`config.mk`:
```
export PLATFORM = sky130hd
export DESIGN_NAME = tick_scheduler
export DESIGN_NICKNAME = d
export VERILOG_FILES = /design/src/rtl/tick_scheduler.sv
export SDC_FILE = /design/constraint.sdc
export NUM_CORES = 1
export LEC_CHECK = 0
export ABC_AREA = 0
export BUFFER_PORTS_ARGS = -buffer_cell sky130_fd_sc_hd__buf_2
export CAP_MARGIN = 20
export CORE_ASPECT_RATIO = 1.4
export CORE_MARGIN = 2
export CORE_UTILIZATION = 65
export DETAILED_ROUTE_END_ITERATION = 6
export GPL_TIMING_DRIVEN = 0
export PLACE_DENSITY = 0.94
export SLEW_MARGIN = 10
export SYNTH_ARGS = -nofsm -noshare
export SYNTH_HDL_FRONTEND = slang
export SYNTH_SLANG_ARGS = --single-unit
export TNS_END_PERCENT = 100
```
`constraint.sdc`:
```
create_clock -name clk_in -period 5.6 [get_ports clk_in]
set_input_delay 0.56 -clock clk_in [delete_from_list [all_inputs] [get_ports clk_in]]
set_output_delay 0.56 -clock clk_in [all_outputs]
set_load 0.02 [all_outputs]
```
`src/rtl/tick_scheduler.sv`:
```
// Run-controlled strobe generator: divides clk_in into fast and slow single-cycle
// clock-enable ticks, gated by an IDLE/RUN/PAUSE FSM with run-time divisor reload.
module tick_scheduler #(
    parameter int unsigned FAST_DIV = 1000,
    parameter int unsigned SLOW_DIV = 100000,
    parameter int unsigned CNT_W    = 17
) (
    input  logic             clk_in,
    input  logic             rst,
    input  logic             start,
    input  logic             stop,
    input  logic             clear,
    input  logic             cfg_valid,
    input  logic             cfg_sel,
    input  logic [CNT_W-1:0] cfg_div,
    output logic             cfg_ready,
    output logic             tick_fast,
    output logic             tick_slow,
    output logic             running
);

    localparam logic [CNT_W-1:0] FAST_INIT = CNT_W'(FAST_DIV);
    localparam logic [CNT_W-1:0] SLOW_INIT = CNT_W'(SLOW_DIV);
    localparam logic [CNT_W-1:0] DIV_MIN   = CNT_W'(2);
    localparam logic [CNT_W-1:0] ONE       = CNT_W'(1);

    typedef enum logic [1:0] {
        IDLE  = 2'd0,
        RUN   = 2'd1,
        PAUSE = 2'd2
    } state_t;

    state_t           state_q, state_d;
    logic [CNT_W-1:0] fast_cnt_q, fast_cnt_d;
    logic [CNT_W-1:0] slow_cnt_q, slow_cnt_d;
    logic [CNT_W-1:0] fast_div_q, fast_div_d;
    logic [CNT_W-1:0] slow_div_q, slow_div_d;
    logic             tick_fast_q, tick_fast_d;
    logic             tick_slow_q, tick_slow_d;
    logic             running_q, running_d;
    logic             cfg_ready_q, cfg_ready_d;
    logic             count_en;
    logic [CNT_W-1:0] div_clamped;

    // Next-state, counting and reload logic
    always_comb begin
        state_d     = state_q;
        fast_cnt_d  = fast_cnt_q;
        slow_cnt_d  = slow_cnt_q;
        fast_div_d  = fast_div_q;
        slow_div_d  = slow_div_q;
        tick_fast_d = 1'b0;
        tick_slow_d = 1'b0;
        count_en    = (state_q == RUN) && !stop && !clear;
        div_clamped = (cfg_div < DIV_MIN) ? DIV_MIN : cfg_div;

        if (clear) begin
            state_d = IDLE;
        end else if (stop) begin
            if (state_q == RUN) state_d = PAUSE;
        end else if (start) begin
            if (state_q == IDLE || state_q == PAUSE) state_d = RUN;
        end

        if (count_en) begin
            if (fast_cnt_q == fast_div_q - ONE) begin
                fast_cnt_d  = '0;
                tick_fast_d = 1'b1;
            end else begin
                fast_cnt_d = fast_cnt_q + ONE;
            end
            if (slow_cnt_q == slow_div_q - ONE) begin
                slow_cnt_d  = '0;
                tick_slow_d = 1'b1;
            end else begin
                slow_cnt_d = slow_cnt_q + ONE;
            end
        end

        // Ready is only ever high outside RUN, so a reload never races the counters
        if (cfg_valid && cfg_ready_q) begin
            if (cfg_sel) begin
                slow_div_d = div_clamped;
                slow_cnt_d = '0;
            end else begin
                fast_div_d = div_clamped;
                fast_cnt_d = '0;
            end
        end

        if (clear) begin
            fast_cnt_d = '0;
            slow_cnt_d = '0;
        end

        running_d   = (state_d == RUN);
        cfg_ready_d = (state_d != RUN);
    end

    // State and output registers with synchronous active-low reset
    always_ff @(posedge clk_in) begin
        if (!rst) begin
            state_q     <= IDLE;
            fast_cnt_q  <= '0;
            slow_cnt_q  <= '0;
            fast_div_q  <= FAST_INIT;
            slow_div_q  <= SLOW_INIT;
            tick_fast_q <= 1'b0;
            tick_slow_q <= 1'b0;
            running_q   <= 1'b0;
            cfg_ready_q <= 1'b1;
        end else begin
            state_q     <= state_d;
            fast_cnt_q  <= fast_cnt_d;
            slow_cnt_q  <= slow_cnt_d;
            fast_div_q  <= fast_div_d;
            slow_div_q  <= slow_div_d;
            tick_fast_q <= tick_fast_d;
            tick_slow_q <= tick_slow_d;
            running_q   <= running_d;
            cfg_ready_q <= cfg_ready_d;
        end
    end

    assign cfg_ready = cfg_ready_q;
    assign tick_fast = tick_fast_q;
    assign tick_slow = tick_slow_q;
    assign running   = running_q;

endmodule

```
==> After elaboration in Yosys (flattened, before gate mapping) <==
Index checks and enable logic that the tools add are counted.
Widths: inputs -> output; s select.
{ "totals": {"regBits": 74, "out_inout_bits": 4, "word_cells": 49} }
{ "classes": {"add_sub_neg": 4, "magnitude_cmp": 1, "n_eq_ne": 6, "n_mux": 16, "n_bitwise": 2, "n_reduce_logical": 11} }
{ "ops": {"columns": ["op", "count"], "rows": [
  ["$mux 17", 9],
  ["$add 17x1->17 const B", 2],
  ["$eq 17x17->1", 2],
  ["$sub 17x1->17 const B", 2],
  ["$lt 17x2->1 const B", 1],
  ["$mux 2", 5],
  ["$reduce_and 2->1", 3],
  ["$eq 2x1->1 const B", 2],
  ["$logic_and 1x1->1", 3],
  ["$eq 2x2->1 const B", 1],
  ["$logic_not 1->1", 2],
  ["$logic_not 2->1", 1],
  ["$mux 1", 2],
  ["$ne 2x1->1 const B", 1],
  ["$not 1->1", 2],
  ["$reduce_or 2->1", 1],
  ["$logic_or 1x1->1", 1]
]} }

==> Depth between registers and ports, before layout <==
{ "depth": {"ltp_word": 7, "depth_mapped": 10} }

==> Least setup slack after synthesis <==
Ideal clock, no wire load.
{ "synth_timing": {"path_type": "register to register", "startpoint": "register slow_div_q[0]", "endpoint": "register slow_cnt_q[11]", "setup_ns": 0.133, "arrival_time_ns": 2.451, "required_time_ns": 5.467, "slack_ns": 3.016, "stages_incl_launch_ff": 11, "n_path_buf": 1, "cell_sequence": "dfxtp_1 inv_1 ha_1 or3b_2 nor2_4 a21oi_1 a211o_1 or4_4 nor3_4 buf_6 nor3_1"} }
{ "synth_between": {"elab_chain_cells": 6} }
{ "synth_lines": {"columns": ["item", "line", "text"], "rows": [
  ["from (decl)", "37", "logic [CNT_W-1:0] slow_div_q, slow_div_d;"],
  ["from (signal assigned)", "117", "slow_div_q <= slow_div_d;"],
  ["$sub 17x1->17 (*)", "72", "if (slow_cnt_q == slow_div_q - ONE) begin"],
  ["$eq 17x17->1 (*)", "72", null],
  ["$mux 17 (*)", "72", null],
  ["$mux 17 (*)", "65", "if (count_en) begin"],
  ["$mux 17", "82", "if (cfg_sel) begin"],
  ["$mux 17 (*)", "81", "if (cfg_valid && cfg_ready_q) begin"],
  ["to (signal assigned)", "115", "slow_cnt_q <= slow_cnt_d;"],
  ["to (decl)", "35", "logic [CNT_W-1:0] slow_cnt_q, slow_cnt_d;"]
]} }
Every way passes the cells marked *; elsewhere a longest branch is shown, timed or not.
A chain may end at the register's enable or synchronous reset.

==> Final worst setup path <==
{ "layout_timing": {"startpoint": "register fast_div_q[0]", "endpoint": "register fast_cnt_q[6]"} }
{ "layout_between": {"elab_chain_cells": 6} }
{ "layout_lines": {"columns": ["item", "line", "text"], "rows": [
  ["from (decl)", "36", "logic [CNT_W-1:0] fast_div_q, fast_div_d;"],
  ["from (signal assigned)", "116", "fast_div_q <= fast_div_d;"],
  ["$sub 17x1->17 (*)", "66", "if (fast_cnt_q == fast_div_q - ONE) begin"],
  ["$eq 17x17->1 (*)", "66", null],
  ["$mux 17 (*)", "66", null],
  ["$mux 17 (*)", "65", null],
  ["$mux 17", "82", null],
  ["$mux 17 (*)", "81", null],
  ["to (signal assigned)", "114", "fast_cnt_q <= fast_cnt_d;"],
  ["to (decl)", "34", "logic [CNT_W-1:0] fast_cnt_q, fast_cnt_d;"]
]} }
Marks and branches as above.

==> flow_summary.toml <==
[route]
routed_length_per_instance_um = 17.0
route.antenna.remaining_nets = 0
routed_wirelength_um = 10600
drc = 0
avgViaCountPerCell = 6.32
number_of_detailed_route_iterations_in_the_first_pass = 6
num_vias = 3930
drt_iter0_markers = 255

[clock_network]
clk_root_buffer_cell = "sky130_fd_sc_hd__clkbuf_8"
clock_pin_slew_worst_setup_and_hold_paths_ns = 0.08
tritoncts.num_buffers = 9
htreeDepth = 3
clk-insertion-delay-late_ns = 0.36
cts.hold.buffers_added = 0
cts_repair_resize_count = 0
post_cts.repair.setup_buffers = 0
numClockSinks = 74
tritoncts_clock_tree = "yes"
clk_path_buf_depth = 2

[sta]
period_minus_slack_ns = 3.11
fin_setup_tns_ns = 0
clock.fmax_ghz = 0.322
grt_setup_unrepaired = "no"
max_slew_vio_count = 0
worst-slew-pin-transition_ns = 0.880
slew_headroom = 0.412
hold_viol = 0
timing.final.crit_share = 0.555
setup_slack_ns = 2.49
finClkSkew_ns = 0.00629
finalSetupViolations = 0

[logic_synthesis]
post_synth_most_frequent_cells = "sky130_fd_sc_hd__nand2_1 (80), sky130_fd_sc_hd__dfxtp_1 (74), sky130_fd_sc_hd__nor2_1 (38)"
postSynthAreaPerCell_um2 = 8.14
syn_inst = 507
synth-seq-cells = 74
synth_top_cell_area_share = 0.359
yosys_warnings = 0
post-synth-top-count-cell = "sky130_fd_sc_hd__nand2_1"
synth_top_flop_cell = "sky130_fd_sc_hd__dfxtp_1"
syn_area_mm2 = 0.00413
postSynth.asyncResetShare = 0
synthesized_netlist_net_count = 535
synthDominantAreaCellType = "sky130_fd_sc_hd__dfxtp_1"
synth_enable_flop_cells = 0
synth_sequential_area_ratio = 0.359
count_of_cell_types_in_the_netlist = 59
leading_post_synthesis_cells_by_cell_area = "sky130_fd_sc_hd__dfxtp_1 (36%), sky130_fd_sc_hd__xnor2_1 (7.6%), sky130_fd_sc_hd__xor2_1 (7.6%)"

[critical_path]
crit_path_max_fanout = 10
cp_data_arrival_time_ns = 3.37
worstReg2RegStart = "fast_div_q[0]"
critPathCaptureType = "flip-flop"
required_worst_endpoint_ns = 5.86
timing.setup.critical_path_class = "flip-flop to flip-flop"
critical_path_launch_point_type = "flip-flop"
cp-startpoint = "fast_div_q[0]"

[pwr]
power.density_mw_per_mm2 = 253
power.static_leakage_nw = 1.70
ir_drop_mv = 0.160
total_power_mw = 1.16

[global_routing]
maximum_number_of_pins_on_one_net_before_global_route_repair = 13
grt_first_pass_wirelength_um = 17000
grt_usage = 0.307
grt-ovfl-total = 0
first_global_vias = 3824
antenna_violations_before_repair = 0

[placement]
place_ws_ns = 2.59
port_buffers = 27
place_inst = 606
dp.final_hpwl_um = 7670
routability_congestion_estimate = 0.881

[floorplanning]
start_util = 0.669
core_area_mm2 = 0.00617
floorplan.rows = 34
design.portCount = 28
dieArea_mm2 = 0.00702
die_span_in_x_um = 71.4
die_height_um = 98.3

[finish]
final_cell_count_no_fill = 622
design.final.nets = 573
antenna_cells_inserted = 0
syn2layout_area_growth_pct = 10.8
layout.core_utilization = 0.741
post_route_cells_drive_above_1_share = 0.135

[run]
maxCapViolations = 0

[worst_hold_path]
type_of_the_most_critical_hold_path = "input port to flip-flop"
holdCritStartpoint = "cfg_div[15]"

[outcome]
result_of_the_run = "complete, no violations"
==> state kept, by name, indices dropped and copies added (netlist names), 2 cells and up <==
signal	count
fast_div_q	17
state_q	2
slow_div_q	17
slow_cnt_q	17
fast_cnt_q	17
==> where the power goes <==
group	switching [mW]	internal, mW	leakage (nW)
Clock	0.206	0.262	0.109
Combinational	0.0807	0.0518	0.989
Sequential	0.0182	0.540	0.602
==> final timing paths <==
check                   endpoint  cells past startpoint  slack [ns]
setup / recovery   fast_cnt_q[6]                     10        2.49
hold / removal    slow_div_q[15]                      3        0.45
setup reg to reg   fast_cnt_q[6]                     10        2.49
hold reg to reg   fast_div_q[16]                      2        0.49
==> cells in the final DEF (no fill, tap or decap), types with 11 or more instances in the layout <==
| master | instances |
|---|---|
| sky130_fd_sc_hd__clkbuf_8 | 11 |
| sky130_fd_sc_hd__nand4_1 | 18 |
| sky130_fd_sc_hd__dfxtp_1 | 74 |
| sky130_fd_sc_hd__nand3_1 | 22 |
| sky130_fd_sc_hd__a21oi_1 | 32 |
| sky130_fd_sc_hd__xor2_1 | 36 |
| sky130_fd_sc_hd__buf_2 | 28 |
| sky130_fd_sc_hd__xnor2_1 | 36 |
| sky130_fd_sc_hd__nor3_1 | 25 |
| sky130_fd_sc_hd__and3_1 | 11 |
| sky130_fd_sc_hd__inv_1 | 12 |
| sky130_fd_sc_hd__nand2_1 | 80 |
| sky130_fd_sc_hd__clkbuf_1 | 16 |
| sky130_fd_sc_hd__nor2_1 | 38 |
==> cell type report <==
cell class / count / area, µm²
multi-input combinational: 397 / 2480
sequential: 74 / 1480
clock inverter: 5 / 77.6
clock buffer: 11 / 141
buffer: 23 / 121
timing repair buffer: 27 / 135
fill: 423 / 1600
inverter: 13 / 48.8
tap: 72 / 90.1
==> cells by family after synthesis <==
family / share of synthesized area
buffers and inverters: 0.0412
and+or+nand+nor: 0.321
DFF: 0.359
muxes: 0.0103
adders and majority gates: 0.0121
xor gates and xnor gates: 0.153
AOI/OAI and AO/OA: 0.104
==> per-layer routing <==
metal,vias up,track usage,wire (µm)
met5,-,0,0
met4,0,0.193,494
met3,55,0.0506,549
met2,177,0.566,5670
met1,1844,0.310,3890
li1,1854,-,-
==> critical path, cell delays in order (launching register included) <==
cell                        delay, ns
sky130_fd_sc_hd__dfxtp_1         0.37
sky130_fd_sc_hd__inv_1           0.08
sky130_fd_sc_hd__ha_1            0.22
sky130_fd_sc_hd__nor3b_1         0.60
sky130_fd_sc_hd__nand4b_1        0.19
sky130_fd_sc_hd__xnor2_1         0.26
sky130_fd_sc_hd__a21boi_0        0.30
sky130_fd_sc_hd__o2111ai_1       0.33
sky130_fd_sc_hd__o21bai_2        0.41
sky130_fd_sc_hd__buf_6           0.20
sky130_fd_sc_hd__nor2_1          0.05
==> metrics by stage <==
step | hold slack (ns) | area, µm²
after floorplan | 0.448 | 4130
after global placement | 0.467 | 4350
after detailed placement | 0.476 | 4350
after CTS | 0.449 | 4570
after global routing | 0.465 | 4570
final | 0.454 | 4570
Note: power is estimated with default switching activity, not from simulation.
